`config.mk`:
```
export PLATFORM = sky130hd
export DESIGN_NAME = mmc1_ctrl
export DESIGN_NICKNAME = d
export VERILOG_FILES = /design/src/rtl/mmc1_ctrl_pkg.sv /design/src/rtl/mmc1_ctrl_wr_detect.sv /design/src/rtl/mmc1_ctrl.sv
export SDC_FILE = /design/constraint.sdc
export NUM_CORES = 1
export LEC_CHECK = 0
export BUFFER_PORTS_ARGS = -buffer_cell sky130_fd_sc_hd__buf_2
export CAP_MARGIN = 20
export CORE_MARGIN = 10
export CORE_UTILIZATION = 50
export CTS_CLUSTER_SIZE = 28
export DETAILED_ROUTE_END_ITERATION = 8
export PLACE_DENSITY = 0.83
export SKIP_LAST_GASP = 1
export SYNTH_ARGS = -nofsm -noshare
export SYNTH_HDL_FRONTEND = slang
export SYNTH_SLANG_ARGS = --single-unit
```
`constraint.sdc`:
```
create_clock -name clk_in -period 3.4 [get_ports clk_in]
set_input_delay 0.68 -clock clk_in [delete_from_list [all_inputs] [get_ports clk_in]]
set_output_delay 0.68 -clock clk_in [all_outputs]
set_load 0.02 [all_outputs]
```
`src/rtl/mmc1_ctrl_pkg.sv`:
```
// Shared constants and types for the MMC1 mapper controller.
package mmc1_ctrl_pkg;

  localparam logic [1:0] REG_CTRL = 2'd0;
  localparam logic [1:0] REG_CHR0 = 2'd1;
  localparam logic [1:0] REG_CHR1 = 2'd2;
  localparam logic [1:0] REG_PRG  = 2'd3;

  localparam logic [1:0] MIR_ONE0 = 2'd0;
  localparam logic [1:0] MIR_ONE1 = 2'd1;
  localparam logic [1:0] MIR_VERT = 2'd2;
  localparam logic [1:0] MIR_HORZ = 2'd3;

  localparam logic [4:0] CTRL_RST = 5'h0C;
  localparam logic [4:0] SR_INIT  = 5'b10000;

  typedef enum logic {
    WD_IDLE = 1'b0,
    WD_HELD = 1'b1
  } wd_state_e;

endpackage

```
`src/rtl/mmc1_ctrl_wr_detect.sv`:
```
// Turns a level write-active strobe into one accepted-write pulse, dropping
// edges that arrive within WR_GAP clocks of the last accepted one.
module mmc1_wr_detect
  import mmc1_ctrl_pkg::*;
#(
  parameter int WR_GAP = 32
) (
  input  logic clk_in,
  input  logic rst_in,
  input  logic wr_act_in,
  output logic wr_evt_out
);

  localparam int GW = (WR_GAP > 1) ? $clog2(WR_GAP) : 1;

  wd_state_e       state_q;
  logic            act_q;
  logic [GW-1:0]   gap_q;
  logic            evt_raw;

  assign evt_raw    = (state_q == WD_IDLE) && wr_act_in && !act_q;
  assign wr_evt_out = evt_raw && (gap_q == '0);

  always_ff @(posedge clk_in) begin
    // sampled through reset so a write held across deassertion is not an edge
    act_q <= wr_act_in;
    if (rst_in) begin
      state_q <= WD_IDLE;
      gap_q   <= '0;
    end else begin
      case (state_q)
        WD_IDLE: if (evt_raw)    state_q <= WD_HELD;
        WD_HELD: if (!wr_act_in) state_q <= WD_IDLE;
        default:                 state_q <= WD_IDLE;
      endcase
      if (wr_evt_out)        gap_q <= GW'(WR_GAP - 1);
      else if (gap_q != '0)  gap_q <= gap_q - GW'(1);
    end
  end

endmodule

```
`src/rtl/mmc1_ctrl.sv`:
```
// MMC1 mapper: serial register port on $8000-$FFFF plus PRG/CHR/mirroring
// bank mapping from the live cpumc/ppumc addresses.
module mmc1_ctrl
  import mmc1_ctrl_pkg::*;
#(
  parameter  int PRG_BANKS = 16,
  parameter  int CHR_BANKS = 32,
  parameter  int WR_GAP    = 32,
  localparam int PRG_W     = $clog2(PRG_BANKS),
  localparam int CHR_W     = $clog2(CHR_BANKS)
) (
  input  logic             clk_in,
  input  logic             rst_in,
  input  logic             prg_nce_in,
  input  logic [14:0]      prg_a_in,
  input  logic             prg_r_nw_in,
  input  logic [7:0]       prg_d_in,
  input  logic [13:0]      chr_a_in,
  output logic [PRG_W-1:0] prg_bank_out,
  output logic [CHR_W-1:0] chr_bank_out,
  output logic             ciram_a10_out,
  output logic             wram_en_out,
  output logic [2:0]       sr_cnt_out
);

  localparam logic [PRG_W-1:0] PRG_LAST = PRG_W'(PRG_BANKS - 1);

  logic       wr_act, wr_evt;
  logic [4:0] sr_q, sr_d;
  logic [2:0] sr_cnt_q;
  logic [4:0] ctrl_q, chr0_q, chr1_q, prg_q;

  assign wr_act = ~prg_nce_in & ~prg_r_nw_in;

  mmc1_wr_detect #(.WR_GAP(WR_GAP)) u_wr_detect (
    .clk_in    (clk_in),
    .rst_in    (rst_in),
    .wr_act_in (wr_act),
    .wr_evt_out(wr_evt)
  );

  assign sr_d = {prg_d_in[0], sr_q[4:1]};

  always_ff @(posedge clk_in) begin
    if (rst_in) begin
      sr_q     <= SR_INIT;
      sr_cnt_q <= '0;
      ctrl_q   <= CTRL_RST;
      chr0_q   <= '0;
      chr1_q   <= '0;
      prg_q    <= '0;
    end else if (wr_evt) begin
      if (prg_d_in[7]) begin
        sr_q     <= SR_INIT;
        sr_cnt_q <= '0;
        ctrl_q   <= ctrl_q | CTRL_RST;
      end else if (!sr_q[0]) begin
        sr_q     <= sr_d;
        sr_cnt_q <= sr_cnt_q + 3'd1;
      end else begin
        // marker reached bit 0: this is the fifth write, commit by address
        sr_q     <= SR_INIT;
        sr_cnt_q <= '0;
        case (prg_a_in[14:13])
          REG_CTRL: ctrl_q <= sr_d;
          REG_CHR0: chr0_q <= sr_d;
          REG_CHR1: chr1_q <= sr_d;
          default:  prg_q  <= sr_d;
        endcase
      end
    end
  end

  always_comb begin
    prg_bank_out = '0;
    case (ctrl_q[3:2])
      2'd0, 2'd1: prg_bank_out = PRG_W'({prg_q[3:1], prg_a_in[14]});
      2'd2:       prg_bank_out = prg_a_in[14] ? PRG_W'(prg_q[3:0]) : '0;
      default:    prg_bank_out = prg_a_in[14] ? PRG_LAST : PRG_W'(prg_q[3:0]);
    endcase
  end

  always_comb begin
    chr_bank_out = '0;
    if (!ctrl_q[4]) chr_bank_out = CHR_W'({chr0_q[4:1], chr_a_in[12]});
    else            chr_bank_out = chr_a_in[12] ? CHR_W'(chr1_q) : CHR_W'(chr0_q);
  end

  always_comb begin
    ciram_a10_out = 1'b0;
    case (ctrl_q[1:0])
      MIR_ONE0: ciram_a10_out = 1'b0;
      MIR_ONE1: ciram_a10_out = 1'b1;
      MIR_VERT: ciram_a10_out = chr_a_in[10];
      default:  ciram_a10_out = chr_a_in[11];
    endcase
  end

  assign wram_en_out = ~prg_q[4];
  assign sr_cnt_out  = sr_cnt_q;

  logic unused_bits;
  assign unused_bits = ^{prg_a_in[12:0], prg_d_in[6:1], chr_a_in[13], chr_a_in[9:0]};

endmodule
```
# Yosys cells after proc, flatten, opt, wreduce, memory -nomap -nowiden
# Cells that the tools add are included.
# op_classes
addsub,2
n_eq_ne,6
mux,18
bitwise,7
n_reduce_logical,19
# op_table
op,n
5-bit two-way mux,6
4-bit two-way mux,5
4-bit AND reduction,4
4-bit one-hot mux with 2 select lines,1
2-bit by 1-bit == test with 1-bit output (second input constant),3
2-bit == test (second input constant),3
2-bit logical NOT,3
3-bit two-way mux,2
1-bit NOT,6
2-bit nonzero test,3
5-bit logical NOT,1
5-bit nonzero test,1
5-bit by 1-bit subtractor with 5-bit output (second input constant),1
3-bit by 1-bit adder with 3-bit output (second input constant),1
1-bit logical AND,3
1-bit one-hot mux with 3 select lines,1
3-bit AND reduction,1
3-bit OR reduction,1
1-bit two-way mux,2
1-bit one-hot mux with 2 select lines,1
2-bit OR reduction,1
1-bit AND,1
1-bit logical NOT,1
# word_totals
register_bits,35

# Longest topological paths before layout
# Gate-level depths: netlist (run 1).
# depth
word_depth,6
mapped_depth,7
mapped_depth_nobuf,5

# Hierarchy
# Synthesis (run 1) repeated with hierarchy kept, for this count alone.
# unflattened
cells_unflattened,176
hier_area_um2,1670.4
# by_module_without_submodules
module,instances,cells_each,area_each_um2
mmc1_ctrl,1,144,1337.5
mmc1_wr_detect,1,32,332.8

# Worst setup path before layout (run 1)
# OpenSTA, ideal clock, no wires.
# synth_timing
path_type,input port to output port
startpoint,input prg_a_in[14]
endpoint,output prg_bank_out[1]
arrival_time_ns,1.432
required_time_ns,2.720
setup_slack_ns,1.288
path_stages,4
path_cell_list,clkbuf_1 nand2b_1 a21oi_1 nor2_1
# synth_between
elab_chain_cells,2
word_cells_on_any_way,3
classes_between,mux (3)
# synth_rtl
element,line_no,rtl
start: declaration,mmc1_ctrl.sv:15,"input logic [14:0] prg_a_in,"
4-bit two-way mux (on tied branches),"mmc1_ctrl.sv:79, mmc1_ctrl.sv:78",
4-bit one-hot mux with 2 select lines (*),mmc1_ctrl.sv:76,case (ctrl_q[3:2])
end: declaration,mmc1_ctrl.sv:19,"output logic [PRG_W-1:0] prg_bank_out,"
# Mark *: on every way between the ends. The rest lies on a longest branch, timed or not.

# Worst setup path after layout (run 1)
# layout_timing
startpoint,input chr_a_in[12]
endpoint,output chr_bank_out[3]
# layout_between
elab_chain_cells,2
# layout_rtl
element,line_no,rtl
start: declaration,mmc1_ctrl.sv:18,"input logic [13:0] chr_a_in,"
5-bit two-way mux,mmc1_ctrl.sv:86,else chr_bank_out = chr_a_in[12] ? CHR_W'(chr1_q) : CHR_W'(chr0_q);
5-bit two-way mux,mmc1_ctrl.sv:85,"if (!ctrl_q[4]) chr_bank_out = CHR_W'({chr0_q[4:1], chr_a_in[12]});"
end: declaration,mmc1_ctrl.sv:20,"output logic [CHR_W-1:0] chr_bank_out,"
# No other way between the ends.

==> results of run 1 <==
-- power by group --
| part | internal (uW) | switching [uW] |
|---|---|---|
| Clock | 79.8 | 139 |
| Sequential | 438 | 29.3 |
| Combinational | 95.4 | 150 |
| Total | 613 | 318 |
-- synthesized netlist by cell type (all sizes together) --
library cell	instances	area, um2
a211oi	2	15.0
a21oi	21	105
a31oi	1	6.26
and2	1	6.26
and4b	1	10.0
buf	3	13.8
clkbuf	8	30.0
dfxtp	35	701
ha	2	25.0
inv	5	18.8
mux2	4	45.0
mux2i	20	200
nand2	2	7.51
nand2b	26	163
nand3	3	15.0
nand4	6	37.5
nand4b	1	8.76
nor2	12	45.0
nor2b	2	12.5
nor3	7	46.3
nor3b	1	7.51
nor4	1	12.5
nor4b	3	32.5
nor4bb	1	10.0
o211ai	1	7.51
o21ai	8	40.0
o21ba	1	10.0
o21bai	1	7.51
o31a	1	8.76
o31ai	1	7.51
or4	1	7.51
or4b	1	10.0
or4bb	1	11.3
-- logic make-up after synthesis --
| family | synth area share |
|---|---|
| AND/OR/NAND/NOR | 0.263 |
| AO/OA/AOI/OAI | 0.123 |
| flip-flops | 0.416 |
| multiplexers | 0.146 |
| buffers and inverters | 0.0371 |
| adder cells (fa/ha/maj) | 0.0149 |
-- layout make-up --
class / instances / share of cell area
Clock buffer: 6 / 0.0219
Clock inverter: 2 / 0.00663
Inverter: 5 / 0.00995
Multi-Input combinational cell: 133 / 0.488
Sequential cell: 35 / 0.371
Tap cell: 46 / 0.0305
Timing Repair Buffer: 26 / 0.0716
-- worst max-delay path, cell delays in order --
cell and delay (ns):
buf_2 0.10, nand2_1 0.17, mux2_2 0.36, buf_2 0.16
-- final timing paths --
check | cells after the start | end | slack [ns] | start
max | 4 | chr_bank_out[3] | 1.24 | chr_a_in[12]
min | 2 | chr0_q[1]$_SDFFE_PP0P_ | 0.48 | chr0_q[1]$_SDFFE_PP0P_
max reg2reg | 5 | chr0_q[4]$_SDFFE_PP0P_ | 1.34 | u_wr_detect.gap_q[0]$_SDFFE_PP0P_
min reg2reg | 2 | chr0_q[1]$_SDFFE_PP0P_ | 0.48 | chr0_q[1]$_SDFFE_PP0P_
-- registers in the layout, summed over array words and instances, names as in the netlist --
name	count
u_wr_detect.act_q	1
ctrl_q	5
chr1_q	5
u_wr_detect.gap_q	5
sr_q	5
prg_q	5
chr0_q	5
u_wr_detect.state_q	1
sr_cnt_out	3
-- per-layer routing --
metal  share of wire  vias to the layer above
met2            0.49                       19
li1                -                      699
met5               0                        -
met3           0.043                        6
met1            0.45                      635
met4           0.016                        0
-- stage by stage --
stage	hold slack, ns	power (uW)	instance area, um2
after global routing	0.515	987	1890
after floorplan	0.445	662	1680
after CTS	0.483	933	1890
after global placement	0.458	709	1830
after detailed placement	0.467	716	1830
final	0.481	932	1890
==> flow_metrics.env, run 1 <==
export IMPL_ir_drop_uv=413
export IMPL_dpl_hpwl_um=2420
export IMPL_clk_latency_ns=0.33
export IMPL_grt_max_degree=42
export IMPL_grt_pass1_vias=1296
export IMPL_end_kind="output port"
export IMPL_syn_area_um2=1680
export IMPL_met1_usage=0.137
export IMPL_routabilityCongestion=0.733
export IMPL_initial_utilization=0.513
export IMPL_rows=21
export IMPL_postSynthCellCount=184
export IMPL_synth_seq_cells=35
export IMPL_cp_max_fo=5
export IMPL_num_antenna_cells=0
export IMPL_clk_pin_slew_ns=0.11
export IMPL_cts_buffers=5
export IMPL_gr_total_overflow=0
export IMPL_finalHoldViolCount=0
export IMPL_ios=55
export IMPL_fin_nets=249
export IMPL_yosysSeqAreaShare=0.416
export IMPL_hold_buffers=0
export IMPL_die_area_um2=6090
export IMPL_pre_cts_ws_ns=1.13
export IMPL_core_area_um2=3280
export IMPL_vias=1359
export IMPL_status="finished, final reports clean"
export IMPL_grt_busiest_layer="met2"
export IMPL_area_delta_synth_final_pct=12.0
export IMPL_min_period_ns=2.16
export IMPL_cts_resized=0
export IMPL_synth_cell_types=36
export IMPL_drive_gt1_frac=0.198
export IMPL_crit_path_start_kind="input port"
export IMPL_crit_type="input port to output port"
export IMPL_cap_violations=0
export IMPL_dieHeight_um=78.0
export IMPL_clk_path_buf_depth=2
export IMPL_cts_root_buf="clkbuf_4"
export IMPL_syn_num_nets=227
export IMPL_grt_pass1_wl_um=5940
export IMPL_final_common_cell="dfxtp_1"
export IMPL_finClkSkew_ns=0.00712
export IMPL_use_met3=0.0296
export IMPL_regArea_um2=701
export IMPL_cp_data_arrival_time_ns=1.48
export IMPL_leakagePower_uw=0.000821
export IMPL_routed_wl_um=3460
export IMPL_rsz0062_at_grt="false"
export IMPL_setup_viol=0
export IMPL_drv_slew=0
export IMPL_gr_usage_met2=0.193
export IMPL_cp_required_ns=2.72
export IMPL_worstMarginPinSlew_ns=0.597
export IMPL_via_per_inst=5.37
export IMPL_hp_class="flop to flop"
export IMPL_antenna_found_initial=0
export IMPL_drc=0
export IMPL_die_width_um=78.0
export IMPL_post_cts_setup_buffers=0
export IMPL_power_density_nw_per_um2=494
export IMPL_ctsHtreeMaxLevel=2
export IMPL_wl_per_cell_um=13.7
export IMPL_timing_setup_tns_ns=0
export IMPL_firstDrtPassIters=4
export IMPL_fillCellCount=313
export IMPL_setup_ws_ns=1.24
export IMPL_multiInputGateArea_um2=921
export IMPL_fin_cells=253
export IMPL_utilization=0.574
export IMPL_ant_nets=0
export IMPL_timing_fmax_mhz=463
export IMPL_track_usage=0.116
export IMPL_cts_sinks=35
export IMPL_avgSynthCellArea_um2=9.15
export IMPL_slew_headroom=0.602
export IMPL_cts_tree="built"
export IMPL_first_iter_violations=62
export IMPL_period_share=0.636
export IMPL_final_cell_mix="35 x dfxtp_1, 26 x nand2b_1, 24 x buf_2, 21 x a21oi_1, 20 x mux2i_1"
export IMPL_io_buffers=24
export IMPL_placedCellCount=245
export IMPL_yosysWarnings=0
No activity file was read; power rests on OpenSTA's default activity.
==> run 2, diff against run 1 <==
Settings changed: ABC_AREA from default to 1, CORE_UTILIZATION 50 to 45, PLACE_DENSITY 0.83 to 0.79.
Clock period 3.4 ns to 1.8 ns, I/O delays scaled along.
==> run 2 against run 1 <==
Compared with the run above:
- register-to-register slack got worse by 1.1 ns
- cell count rose by 23%
- worst hold slack got worse by 0.23 ns
- critical endpoint unchanged
- highest routed layer unchanged
==> flow_metrics.env, run 2 <==
export IMPL_setup_viol=0
export IMPL_firstDrtPassIters=4
export IMPL_crit_slowest_cell="mux2_2"
export IMPL_final_cell_mix="56 x nand2_1, 35 x dfxtp_1, 31 x nor2_1, 26 x a21oi_1"
export IMPL_first_iter_violations=97
export IMPL_cts_sinks=35
export IMPL_synth_seq_cells=35
export IMPL_fillCellCount=360
export IMPL_timing_fmax_mhz=594
export IMPL_hold_buffers=0
export IMPL_worstMarginPinSlew_ns=0.422
export IMPL_cp_max_fo=5
export IMPL_cp_required_ns=1.44
export IMPL_synthFlopType="dfxtp_1"
export IMPL_yosysWarnings=0
export IMPL_crit_path_start_kind="flop"
export IMPL_ios=55
export IMPL_antenna_found_initial=0
export IMPL_final_common_cell="nand2_1"
export IMPL_clk_pin_slew_ns=0.07
export IMPL_synth_cell_types=25
export IMPL_wl_per_cell_um=11.1
export IMPL_dieHeight_um=81.9
export IMPL_area_delta_synth_final_pct=13.2
export IMPL_post_cts_setup_buffers=0
export IMPL_fin_cells=312
export IMPL_cts_buffers=5
export IMPL_routabilityCongestion=0.793
export IMPL_track_usage=0.107
export IMPL_vias=1543
export IMPL_cp_data_arrival_time_ns=1.32
export IMPL_crit_type="flop to output port"
export IMPL_via_per_inst=4.95
export IMPL_ir_drop_uv=681
export IMPL_grt_pass1_wl_um=5800
export IMPL_die_area_um2=6710
export IMPL_end_kind="output port"
export IMPL_die_width_um=81.9
export IMPL_syn_area_um2=1730
export IMPL_cts_tree="built"
export IMPL_min_period_ns=1.68
export IMPL_leakagePower_uw=0.000870
export IMPL_syn_num_nets=280
export IMPL_timing_setup_tns_ns=0
export IMPL_io_buffers=24
export IMPL_status="finished, final reports clean"
export IMPL_cts_root_buf="clkbuf_8"
export IMPL_gr_usage_met2=0.180
export IMPL_worstPathCellList="nand2_1 > mux2_2 > buf_2"
export IMPL_synth_largest_area_cell="dfxtp_1"
export IMPL_yosys_area_top_type_share=0.406
export IMPL_postSynthCellCount=237
export IMPL_period_share=0.936
export IMPL_core_area_um2=3690
export IMPL_finalHoldViolCount=0
export IMPL_power_total_uw=2030
export IMPL_synth_common_cells="56 x nand2_1, 35 x dfxtp_1, 31 x nor2_1, 26 x a21oi_1, 24 x nand3_1"
export IMPL_routed_wl_um=3470
export IMPL_drc=0
export IMPL_ant_nets=0
export IMPL_avgSynthCellArea_um2=7.29
export IMPL_slew_headroom=0.718
export IMPL_cpPeakStageDelay_ns=0.37
export IMPL_yosysSeqAreaShare=0.406
export IMPL_drive_gt1_frac=0.182
export IMPL_drv_slew=0
export IMPL_num_antenna_cells=0
export IMPL_synthMostInstantiatedCell="nand2_1"
export IMPL_dpl_hpwl_um=2450
export IMPL_clk_latency_ns=0.29
export IMPL_placedCellCount=304
export IMPL_cap_violations=0
export IMPL_grt_busiest_layer="met2"
export IMPL_clk_path_buf_depth=2
export IMPL_hp_class="input port to flop"
export IMPL_grt_max_degree=30
export IMPL_synth_area_top_cells="dfxtp_1 41%, nand2_1 12%, a21oi_1 7.5%"
export IMPL_ys_async_sr_fraction=0
export IMPL_grt_pass1_vias=1373
export IMPL_met1_usage=0.121
export IMPL_use_met3=0.0284
export IMPL_ctsHtreeMaxLevel=2
export IMPL_fin_nets=306
export IMPL_finClkSkew_ns=0.00239
export IMPL_synth_edf_count=0
export IMPL_initial_utilization=0.468
export IMPL_cts_resized=0
export IMPL_gr_total_overflow=0
export IMPL_rsz0062_at_grt="false"
export IMPL_rows=22
export IMPL_power_density_nw_per_um2=1040
-- run 2: cell type report --
class	count	area, um2	area share
multi-input cells	173	875	0.448
flip-flops and latches	35	701	0.359
repair buffers	28	163	0.0832
clock buffers	7	76.3	0.0391
inverters	20	75.1	0.0384
well taps	48	60.1	0.0307
clock inverters	1	5.00	0.00256
-- run 2: kinds of logic (layout without fill, tap and decap cells) --
kind of cell             after synthesis  in the layout  synth area share
AND/OR/NAND/NOR                      123            123             0.332
AO/OA/AOI/OAI                         43             43             0.129
flip-flops                            35             35             0.406
buffers and inverters                 29             56            0.0877
multiplexers                           4              4            0.0261
adder cells (fa/ha/maj)                2              2            0.0145
XOR/XNOR                               1              1           0.00507
-- run 2: final timing paths --
path,from,endpoint,slack [ns],cells past startpoint
setup reg to reg,u_wr_detect.gap_q[0]$_SDFFE_PP0P_,sr_q[3]$_SDFFE_PP0P_,0.20,8
setup / recovery,ctrl_q[4]$_SDFFE_PP0P_,chr_bank_out[3],0.12,3
hold / removal,prg_r_nw_in,u_wr_detect.act_q$_DFF_P_,0.25,2
hold reg to reg,ctrl_q[2]$_SDFFE_PP1P_,ctrl_q[2]$_SDFFE_PP1P_,0.47,2
-- run 2: stage by stage --
stage / util / hold slack (ns) / instance area, um2 / setup WS [ns]
after floorplan: - / 0.429 / 1730 / 0.445
after global placement: 0.508 / 0.450 / 1870 / 0.235
after detailed placement: 0.508 / 0.455 / 1870 / 0.219
after CTS: 0.530 / 0.245 / 1950 / 0.104
after global routing: 0.530 / 0.259 / 1950 / 0.0653
final: 0.530 / 0.249 / 1950 / 0.115
-- run 2: report_power, final --
group / internal (uW) / total, uW / leakage, uW / switching, uW
Sequential: 850 / 903 / 0.000284 / 52.8
Combinational: 205 / 577 / 0.000543 / 372
Clock: 271 / 547 / 0.0000422 / 275
Total: 1330 / 2030 / 0.000870 / 700
-- run 2: critical path, delay by kind of cell (launching register included) --
| kind | cells | cell delay [ns] |
|---|---|---|
| buffers and inverters | 1 | 0.16 |
| DFF | 1 | 0.33 |
| muxes | 1 | 0.37 |
| and+or+nand+nor | 1 | 0.18 |
-- run 2: layer usage --
layer | part of all wire | routed length, um
met5 | 0 | 0
met4 | 0.021 | 73
met3 | 0.042 | 144
met2 | 0.47 | 1620
met1 | 0.47 | 1620
